==> src/rtl/mult_share_sched.sv <==
// Round-robin scheduler sharing one serial shift-add multiplier between two requesters.
// Sequences the multiplier load/run/release handshake and returns the product with an Ack.
module mult_share_sched #(
   parameter int unsigned WIDTH   = 8,
   parameter int unsigned TIMEOUT = 64
) (
   input  logic               Clk,
   input  logic               Reset,
   input  logic               Req0,
   input  logic [WIDTH-1:0]   A0,
   input  logic [WIDTH-1:0]   B0,
   input  logic               Req1,
   input  logic [WIDTH-1:0]   A1,
   input  logic [WIDTH-1:0]   B1,
   output logic               Ack0,
   output logic               Ack1,
   output logic               Err,
   output logic [2*WIDTH-1:0] Product,
   output logic               Busy,
   output logic               Owner,
   output logic [WIDTH-1:0]   Mul_S,
   output logic [WIDTH-1:0]   Mul_B,
   output logic               Mul_Load,
   output logic               Mul_Run,
   input  logic               Mul_Done,
   input  logic [2*WIDTH-1:0] Mul_Result
);

   localparam int unsigned CntW = $clog2(TIMEOUT + 1);
   localparam logic [CntW-1:0] CntLast = CntW'(TIMEOUT - 1);

   typedef enum logic [2:0] {StIdle, StLoad, StRun, StRelease, StAck} state_e;

   state_e             state_q, state_d;
   logic [CntW-1:0]    cnt_q, cnt_d;
   logic               owner_q, owner_d;
   logic               prio_q, prio_d;
   logic               err_q, err_d;
   logic [WIDTH-1:0]   mul_s_q, mul_s_d;
   logic [WIDTH-1:0]   mul_b_q, mul_b_d;
   logic [2*WIDTH-1:0] res_q, res_d;
   logic [2*WIDTH-1:0] product_q, product_d;
   logic               win;

   always_comb begin
      state_d   = state_q;
      cnt_d     = cnt_q;
      owner_d   = owner_q;
      prio_d    = prio_q;
      err_d     = err_q;
      mul_s_d   = mul_s_q;
      mul_b_d   = mul_b_q;
      res_d     = res_q;
      product_d = product_q;
      win       = 1'b0;
      case (state_q)
         StIdle: begin
            if (Req0 | Req1) begin
               // On a tie the round-robin pointer decides; otherwise the lone requester wins.
               win     = (Req0 & Req1) ? prio_q : Req1;
               owner_d = win;
               mul_s_d = win ? A1 : A0;
               mul_b_d = win ? B1 : B0;
               state_d = StLoad;
            end
         end
         StLoad: begin
            cnt_d   = '0;
            err_d   = 1'b0;
            state_d = StRun;
         end
         StRun: begin
            if (Mul_Done) begin
               res_d   = Mul_Result;
               err_d   = 1'b0;
               cnt_d   = '0;
               state_d = StRelease;
            end else if (cnt_q == CntLast) begin
               res_d   = '0;
               err_d   = 1'b1;
               cnt_d   = '0;
               state_d = StRelease;
            end else begin
               cnt_d = cnt_q + CntW'(1);
            end
         end
         StRelease: begin
            // Wait for the multiplier to drop out of Hold before acknowledging.
            if (!Mul_Done) begin
               product_d = res_q;
               state_d   = StAck;
            end else if (cnt_q == CntLast) begin
               product_d = res_q;
               err_d     = 1'b1;
               state_d   = StAck;
            end else begin
               cnt_d = cnt_q + CntW'(1);
            end
         end
         StAck: begin
            prio_d  = ~owner_q;
            state_d = StIdle;
         end
         default: state_d = StIdle;
      endcase
   end

   always_ff @(posedge Clk) begin
      if (Reset) begin
         state_q   <= StIdle;
         cnt_q     <= '0;
         owner_q   <= 1'b0;
         prio_q    <= 1'b0;
         err_q     <= 1'b0;
         mul_s_q   <= '0;
         mul_b_q   <= '0;
         res_q     <= '0;
         product_q <= '0;
      end else begin
         state_q   <= state_d;
         cnt_q     <= cnt_d;
         owner_q   <= owner_d;
         prio_q    <= prio_d;
         err_q     <= err_d;
         mul_s_q   <= mul_s_d;
         mul_b_q   <= mul_b_d;
         res_q     <= res_d;
         product_q <= product_d;
      end
   end

   assign Ack0     = (state_q == StAck) & ~owner_q;
   assign Ack1     = (state_q == StAck) & owner_q;
   assign Err      = (state_q == StAck) & err_q;
   assign Product  = product_q;
   assign Busy     = (state_q != StIdle);
   assign Owner    = owner_q;
   assign Mul_S    = mul_s_q;
   assign Mul_B    = mul_b_q;
   assign Mul_Load = (state_q == StLoad);
   assign Mul_Run  = (state_q == StRun);

endmodule

==> config.mk <==
export PLATFORM = sky130hd
export DESIGN_NAME = mult_share_sched
export DESIGN_NICKNAME = d
export VERILOG_FILES = /design/src/rtl/mult_share_sched.sv
export SDC_FILE = /design/constraint.sdc
export NUM_CORES = 1
export LEC_CHECK = 0
export BUFFER_PORTS_ARGS = -buffer_cell sky130_fd_sc_hd__buf_2
export CELL_PAD_IN_SITES_DETAIL_PLACEMENT = 0
export CELL_PAD_IN_SITES_GLOBAL_PLACEMENT = 1
export CORE_ASPECT_RATIO = 0.7
export CORE_MARGIN = 1.5
export CORE_UTILIZATION = 40
export DETAILED_ROUTE_END_ITERATION = 16
export PLACE_DENSITY_LB_ADDON = 0.12
export SYNTH_ARGS = -nofsm -noshare
export SYNTH_HDL_FRONTEND = slang
export SYNTH_SLANG_ARGS = --single-unit
==> constraint.sdc <==
create_clock -name Clk -period 3.6 [get_ports Clk]
set_input_delay 0.18 -clock Clk [delete_from_list [all_inputs] [get_ports Clk]]
set_output_delay 0.18 -clock Clk [all_outputs]
set_load 0.01 [all_outputs]
==> flow_summary.ini, run 1 <==
[power]
power_density_nw_per_um2 = 498
clock_power_share_pct = 38.1
power.switching_uw = 463
ir_worst_vdd_mv = 0.239
p_seq_share_pct = 45.8
power.leakage_nw = 1.43
p_sw_share_pct = 28.3
combPwrFrac_pct = 16.1
internal_power_mw = 1.17

[place]
place_congestion = 0.708
io_buffers = 91
hpwl_microns = 4170
post-place-ws_ns = 1.63

[synth]
synth_cell_types = 45
ys_seq_area_share_pct = 46.2
synth_area_per_cell_sq_um = 9.94
synth_area_sq_um = 2650
ys.flop_type = dfxtp_1
syn_inst = 266
synthArstFlopShare_pct = 0
ys_warn_count = 0
synth_edf_count = 0
syn_nets = 320
synth_seq_cells = 61

[worst_setup_path]
critPathLaunch = state_q[2]$_SDFFE_PP0P_
critPathMaxFanout = 18
crit_required_ns = 3.88
cpPeakStageDelay_ns = 0.60
crit_chain = inv_2 -> and3_4 -> a21oi_2 -> a22o_1
regToRegEndpoint = res_q[1]$_SDFFE_PP0P_
reg2reg_from = state_q[2]$_SDFFE_PP0P_
cp-start-kind = flip-flop
crit_arrival_ns = 2.26
endpoint_kind = flip-flop
slowest_stage = a21oi_2
critPathKind = reg -> reg
crit_buf_inv = 1
r2r_cells = 4
critPathTopFamily = compound AO/OA/AOI/OAI gates
r2r_setup_slack_ns = 1.62

[worst_hold_path]
worstHoldEndpoint = res_q[7]$_SDFFE_PP0P_
hold_start = Mul_Result[7]
worst_hold_path_type = in -> reg
hold_depth = 2

[sta]
hold_violations = 0
slew_headroom_pct = 25.8
finalCriticalPeriod_ns = 1.98
setup_tns_ns = 0
worst_pin_slew_ns = 1.11
setup_viol = 0
fin_worst_skew_ns = 0.00933
drv_slew = 0
period_share_pct = 54.9
worst_slack_ns = 1.62
rsz0062_at_grt = no
fmax_ghz = 0.506

[outcome]
status = finished clean

[clock_tree]
cts_buffers = 9
ctsHoldBuffers = 0
post-cts-setup-buffers = 0
clock-sinks = 61
cts.root.buffer_cell = clkbuf_8
cts.repair.resized = 0
cts_tree = built
htree_levels = 3
clk-insertion-delay-late_ns = 0.34
clk_pin_slew_ns = 0.08
cts_buffer_depth = 2

[cells_and_area]
final_nets = 403
diodes = 0
drive_gt1_share_pct = 42.1
layout_commonest_cell = buf_2
syn2layout_area_growth_pct = 24.4
final_cell_mix = 91 x buf_2, 61 x dfxtp_1, 23 x a21oi_1, 20 x nand3_1, 19 x o21ai_0
fillCellCount = 608

[global_route]
grt_max_degree = 42
antenna_found_initial = 0
grt_pass1_vias = 2015
grt_usage_pct = 17.8
grt_overflow_total = 0
grt_first_pass_wirelength_microns = 9900

[die]
die_h_microns = 71.0
die_width_microns = 100
rows = 24
start_util_pct = 41.9
dieArea_sq_um = 7120
io_pins = 92
core_area_sq_um = 6310

[routing]
drt_pass1_iterations = 4
num_vias = 2254
drt-wirelength-per-cell_microns = 14.3
drt_iter0_drc = 105
routed_wl_microns = 6200
drtAntennaViolNets = 0
avgViaCountPerCell = 5.22
drc = 0

[run]
drv_cap = 0
[state kept, by name, summed over array words and instances (netlist names)]
name,flops
prio_q,1
Mul_S,8
cnt_q,7
res_q,16
state_q,3
err_q,1
Owner,1
Product,16
Mul_B,8
[Yosys cell counts (2+ instances only)]
library cell	n	area share, %
xor2_1	2	0.66
buf_2	7	1.3
mux2i_1	17	6.4
or3_1	3	0.71
nor2_1	13	1.8
buf_6	2	0.85
a211oi_1	2	0.57
nor2_2	14	3.3
a31oi_1	2	0.47
clkbuf_1	7	0.99
nor3_1	4	0.76
and3_1	2	0.47
a22o_1	16	5.3
nand2_1	4	0.57
buf_8	2	1.1
dfxtp_1	61	46
inv_1	6	0.85
a211oi_2	14	6.6
buf_4	2	0.57
nand3_1	20	3.8
a21oi_1	23	4.4
o21ai_0	20	3.8
[layer usage]
metal	part of all wire (%)	global-route usage, %	wire, microns	up-vias
li1	-	-	-	1142
met1	50	24.7	3080	1053
met2	44	25.8	2730	55
met3	5.5	6.72	342	4
met4	0.65	5.01	40	0
met5	0	0	0	-
[worst max-delay path by stage]
stage | to | slack (ns) | cells past startpoint
after floorplan | res_q[10]$_SDFFE_PP0P_ | 1.99 | 6
after global placement | res_q[15]$_SDFFE_PP0P_ | 1.70 | 4
after detailed placement | res_q[10]$_SDFFE_PP0P_ | 1.63 | 4
after CTS | res_q[1]$_SDFFE_PP0P_ | 1.61 | 4
after global routing | res_q[3]$_SDFFE_PP0P_ | 1.40 | 4
final | res_q[1]$_SDFFE_PP0P_ | 1.62 | 4
[cell families (layout without fill, tap and decap cells)]
family	after synthesis	after routing	share of synthesized area, %
fa+ha+maj	1	1	0.473
mux	17	17	6.43
simple gates	71	71	15.5
buf+inv	27	115	5.87
flops	61	61	46.2
compound gates	87	87	24.9
xor+xnor	2	2	0.662
[area by class of cell]
class                           count  area [sq um]  area share, %
Timing Repair Buffer               92           463           14.1
Sequential cell                    61          1220           37.1
Multi-Input combinational cell    178          1270           38.7
Clock buffer                       10           138           4.18
Inverter                            7          26.3          0.799
Clock inverter                      6          71.3           2.17
Tap cell                           78          97.6           2.97
[power by group through the flow]
stage,logic (mW),clock network [mW],registers (mW)
after detailed placement,0.267,0,0.764
after CTS,0.268,0.641,0.749
final,0.264,0.623,0.750
after global routing,0.292,0.676,0.755
after global placement,0.263,0,0.764
after floorplan,0.195,0,0.768
[through the flow]
step	cell area [sq um]	power, mW	util [%]	hold WS [ns]	std cells
after floorplan	2650	0.963	-	0.306	266
after global placement	3080	1.03	48.8	0.391	416
after detailed placement	3080	1.03	48.8	0.393	416
after CTS	3290	1.66	52.2	0.0214	432
after global routing	3290	1.72	52.2	0.0194	432
final	3290	1.64	52.2	0.0428	432
Note: power is estimated with default switching activity, not from simulation.
==> run 2: changes to the inputs <==
--- a/config.mk
+++ b/config.mk
@@ -10,7 +10,7 @@
 export CELL_PAD_IN_SITES_GLOBAL_PLACEMENT = 1
 export CORE_ASPECT_RATIO = 0.7
 export CORE_MARGIN = 1.5
-export CORE_UTILIZATION = 40
+export CORE_UTILIZATION = 33
 export DETAILED_ROUTE_END_ITERATION = 16
 export PLACE_DENSITY_LB_ADDON = 0.12
 export SYNTH_ARGS = -nofsm -noshare
==> constraint.sdc (replaced) <==
create_clock -name Clk -period 1.7 [get_ports Clk]
set_input_delay 0.085 -clock Clk [delete_from_list [all_inputs] [get_ports Clk]]
set_output_delay 0.085 -clock Clk [all_outputs]
set_load 0.01 [all_outputs]
==> run 2 against run 1 <==
Power grew to 2.6 times the previous value. Clock power grew to 3.1 times the previous value. Setup slack got worse by 1.5 ns. Sequential cell count did not move. Global-route usage is 1.2 points lower. Sequential power up 110%. Combinational power rose to 2.5 times the previous value. Via count up 3.2%. Critical path depth grew 2. Core utilization down 4.0 points. Non-clock buffer count rose by 31. Maximum frequency up 24%.
==> flow_summary.ini, run 2 (synthesized netlist as in run 1, its figures left out) <==
[outcome]
status = finished clean

[power]
combPwrFrac_pct = 15.9
clock_power_share_pct = 46.1
ir_worst_vdd_mv = 0.515
internal_power_mw = 3.15
p_seq_share_pct = 38.0
power.switching_mw = 1.02
power_density_nw_per_um2 = 1110
power.leakage_nw = 1.64
p_sw_share_pct = 24.5

[die]
start_util_pct = 33.9
rows = 27
core_area_sq_um = 7800
die_width_microns = 110
die_h_microns = 77.9
dieArea_sq_um = 8570
io_pins = 92

[routing]
drt_pass1_iterations = 4
drt-wirelength-per-cell_microns = 13.7
routed_wl_microns = 6660
avgViaCountPerCell = 4.80
drc = 0
num_vias = 2327
drtAntennaViolNets = 0
drt_iter0_drc = 89

[worst_setup_path]
reg2reg_from = cnt_q[0]$_SDFFE_PP0P_
crit_arrival_ns = 1.82
endpoint_kind = flip-flop
cp-start-kind = flip-flop
r2r_setup_slack_ns = 0.10
crit_required_ns = 1.92
critPathMaxFanout = 4
crit_end = state_q[0]$_SDFFE_PP0P_
critPathKind = reg -> reg
critPathLaunch = cnt_q[0]$_SDFFE_PP0P_
regToRegEndpoint = state_q[0]$_SDFFE_PP0P_
r2r_cells = 6

[cells_and_area]
drive_gt1_share_pct = 43.5
regArea_sq_um = 1220
multi_input_area_sq_um = 1310
fin_util_pct = 48.2
final_cell_mix = 91 x buf_2, 59 x dfxtp_1, 23 x a21oi_1, 20 x nand3_1, 19 x o21ai_0
final_nets = 434
fillCellCount = 754
layout.cells.non_filler = 485
syn2layout_area_growth_pct = 42.2
diodes = 0
layout_commonest_cell = buf_2

[sta]
fmax_ghz = 0.626
setup_viol = 0
setup_tns_ns = 0
worst_pin_slew_ns = 0.455
fin_worst_skew_ns = 0.00668
slew_headroom_pct = 69.6
drv_slew = 0
finalCriticalPeriod_ns = 1.60
hold_violations = 0
period_share_pct = 94.0

[global_route]
antenna_found_initial = 0
grt_first_pass_wirelength_microns = 10800
grt_usage_pct = 16.6
grt_overflow_total = 0
grt_max_degree = 34
grt_pass1_vias = 2198

[place]
place_inst = 454
io_buffers = 91
place_congestion = 0.737
hpwl_microns = 4610

[clock_tree]
clk_pin_slew_ns = 0.05
cts.root.buffer_cell = clkbuf_16
htree_levels = 3
cts_buffer_depth = 2
cts_tree = built
cts_buffers = 9
clock-sinks = 61
clk-insertion-delay-late_ns = 0.33

[worst_hold_path]
worst_hold_path_type = in -> reg
hold_start = B1[0]

[run]
drv_cap = 0
run 2: timing repair:
action	CTS	global route
hold buffers	16	0
setup endpoints to repair	16	37
endpoints found under the hold margin	16	0
gates resized for setup	2	7
buffers inserted	0	0
run 2: area by class of cell:
class                      count  share of cell area, %
tap                          101                   3.36
sequential                    61                   32.5
clock inverter                 4                   1.93
multi-input combinational    178                   34.8
clock buffer                  11                   6.45
timing repair buffer         123                   20.2
inverter                       7                  0.698
run 2: power groups by stage:
stage	sequential, mW	clock [mW]	combinational (mW)
after global placement	1.61	0	0.635
final	1.59	1.93	0.664
after CTS	1.58	1.98	0.672
after detailed placement	1.61	0	0.638
after floorplan	1.63	0	0.413
after global routing	1.60	2.04	0.731
run 2: worst max-delay path: stages, from the launching register on:
cell and delay [ns]:
dfxtp_1 0.38, ha_4 0.17, nand3_2 0.12, buf_4 0.18
nor3_4 0.19, mux2i_1 0.12, a2111oi_2 0.35
run 2: routing by layer:
layer / vias up / wire, microns / global-route usage [%]
li1: 1205 / - / -
met4: 0 / 84 / 5.45
met1: 1064 / 3290 / 23.1
met2: 51 / 2920 / 23.5
met3: 7 / 370 / 5.88
met5: - / 0 / 0
run 2: worst min-delay path by stage:
stage                                  end  slack [ns]  cells past startpoint
finish               Mul_B[0]$_SDFFE_PP0P_        0.11                      3
global route         Mul_S[5]$_SDFFE_PP0P_        0.15                      3
CTS                  Mul_B[0]$_SDFFE_PP0P_        0.10                      3
detailed placement  res_q[15]$_SDFFE_PP0P_        0.30                      2
global placement     res_q[4]$_SDFFE_PP0P_        0.29                      2
floorplan           res_q[10]$_SDFFE_PP0P_        0.21                      1
run 2: metrics by stage:
stage / worst slack, ns / total power, mW / area (sq um) / hold slack [ns]
global placement: 0.000149 / 2.24 / 3250 / 0.293
global route: -0.00299 / 4.37 / 3760 / 0.145
CTS: 0.0170 / 4.23 / 3740 / 0.103
detailed placement: -0.0433 / 2.25 / 3250 / 0.299
floorplan: 0.0904 / 2.04 / 2650 / 0.211
finish: 0.102 / 4.18 / 3760 / 0.114
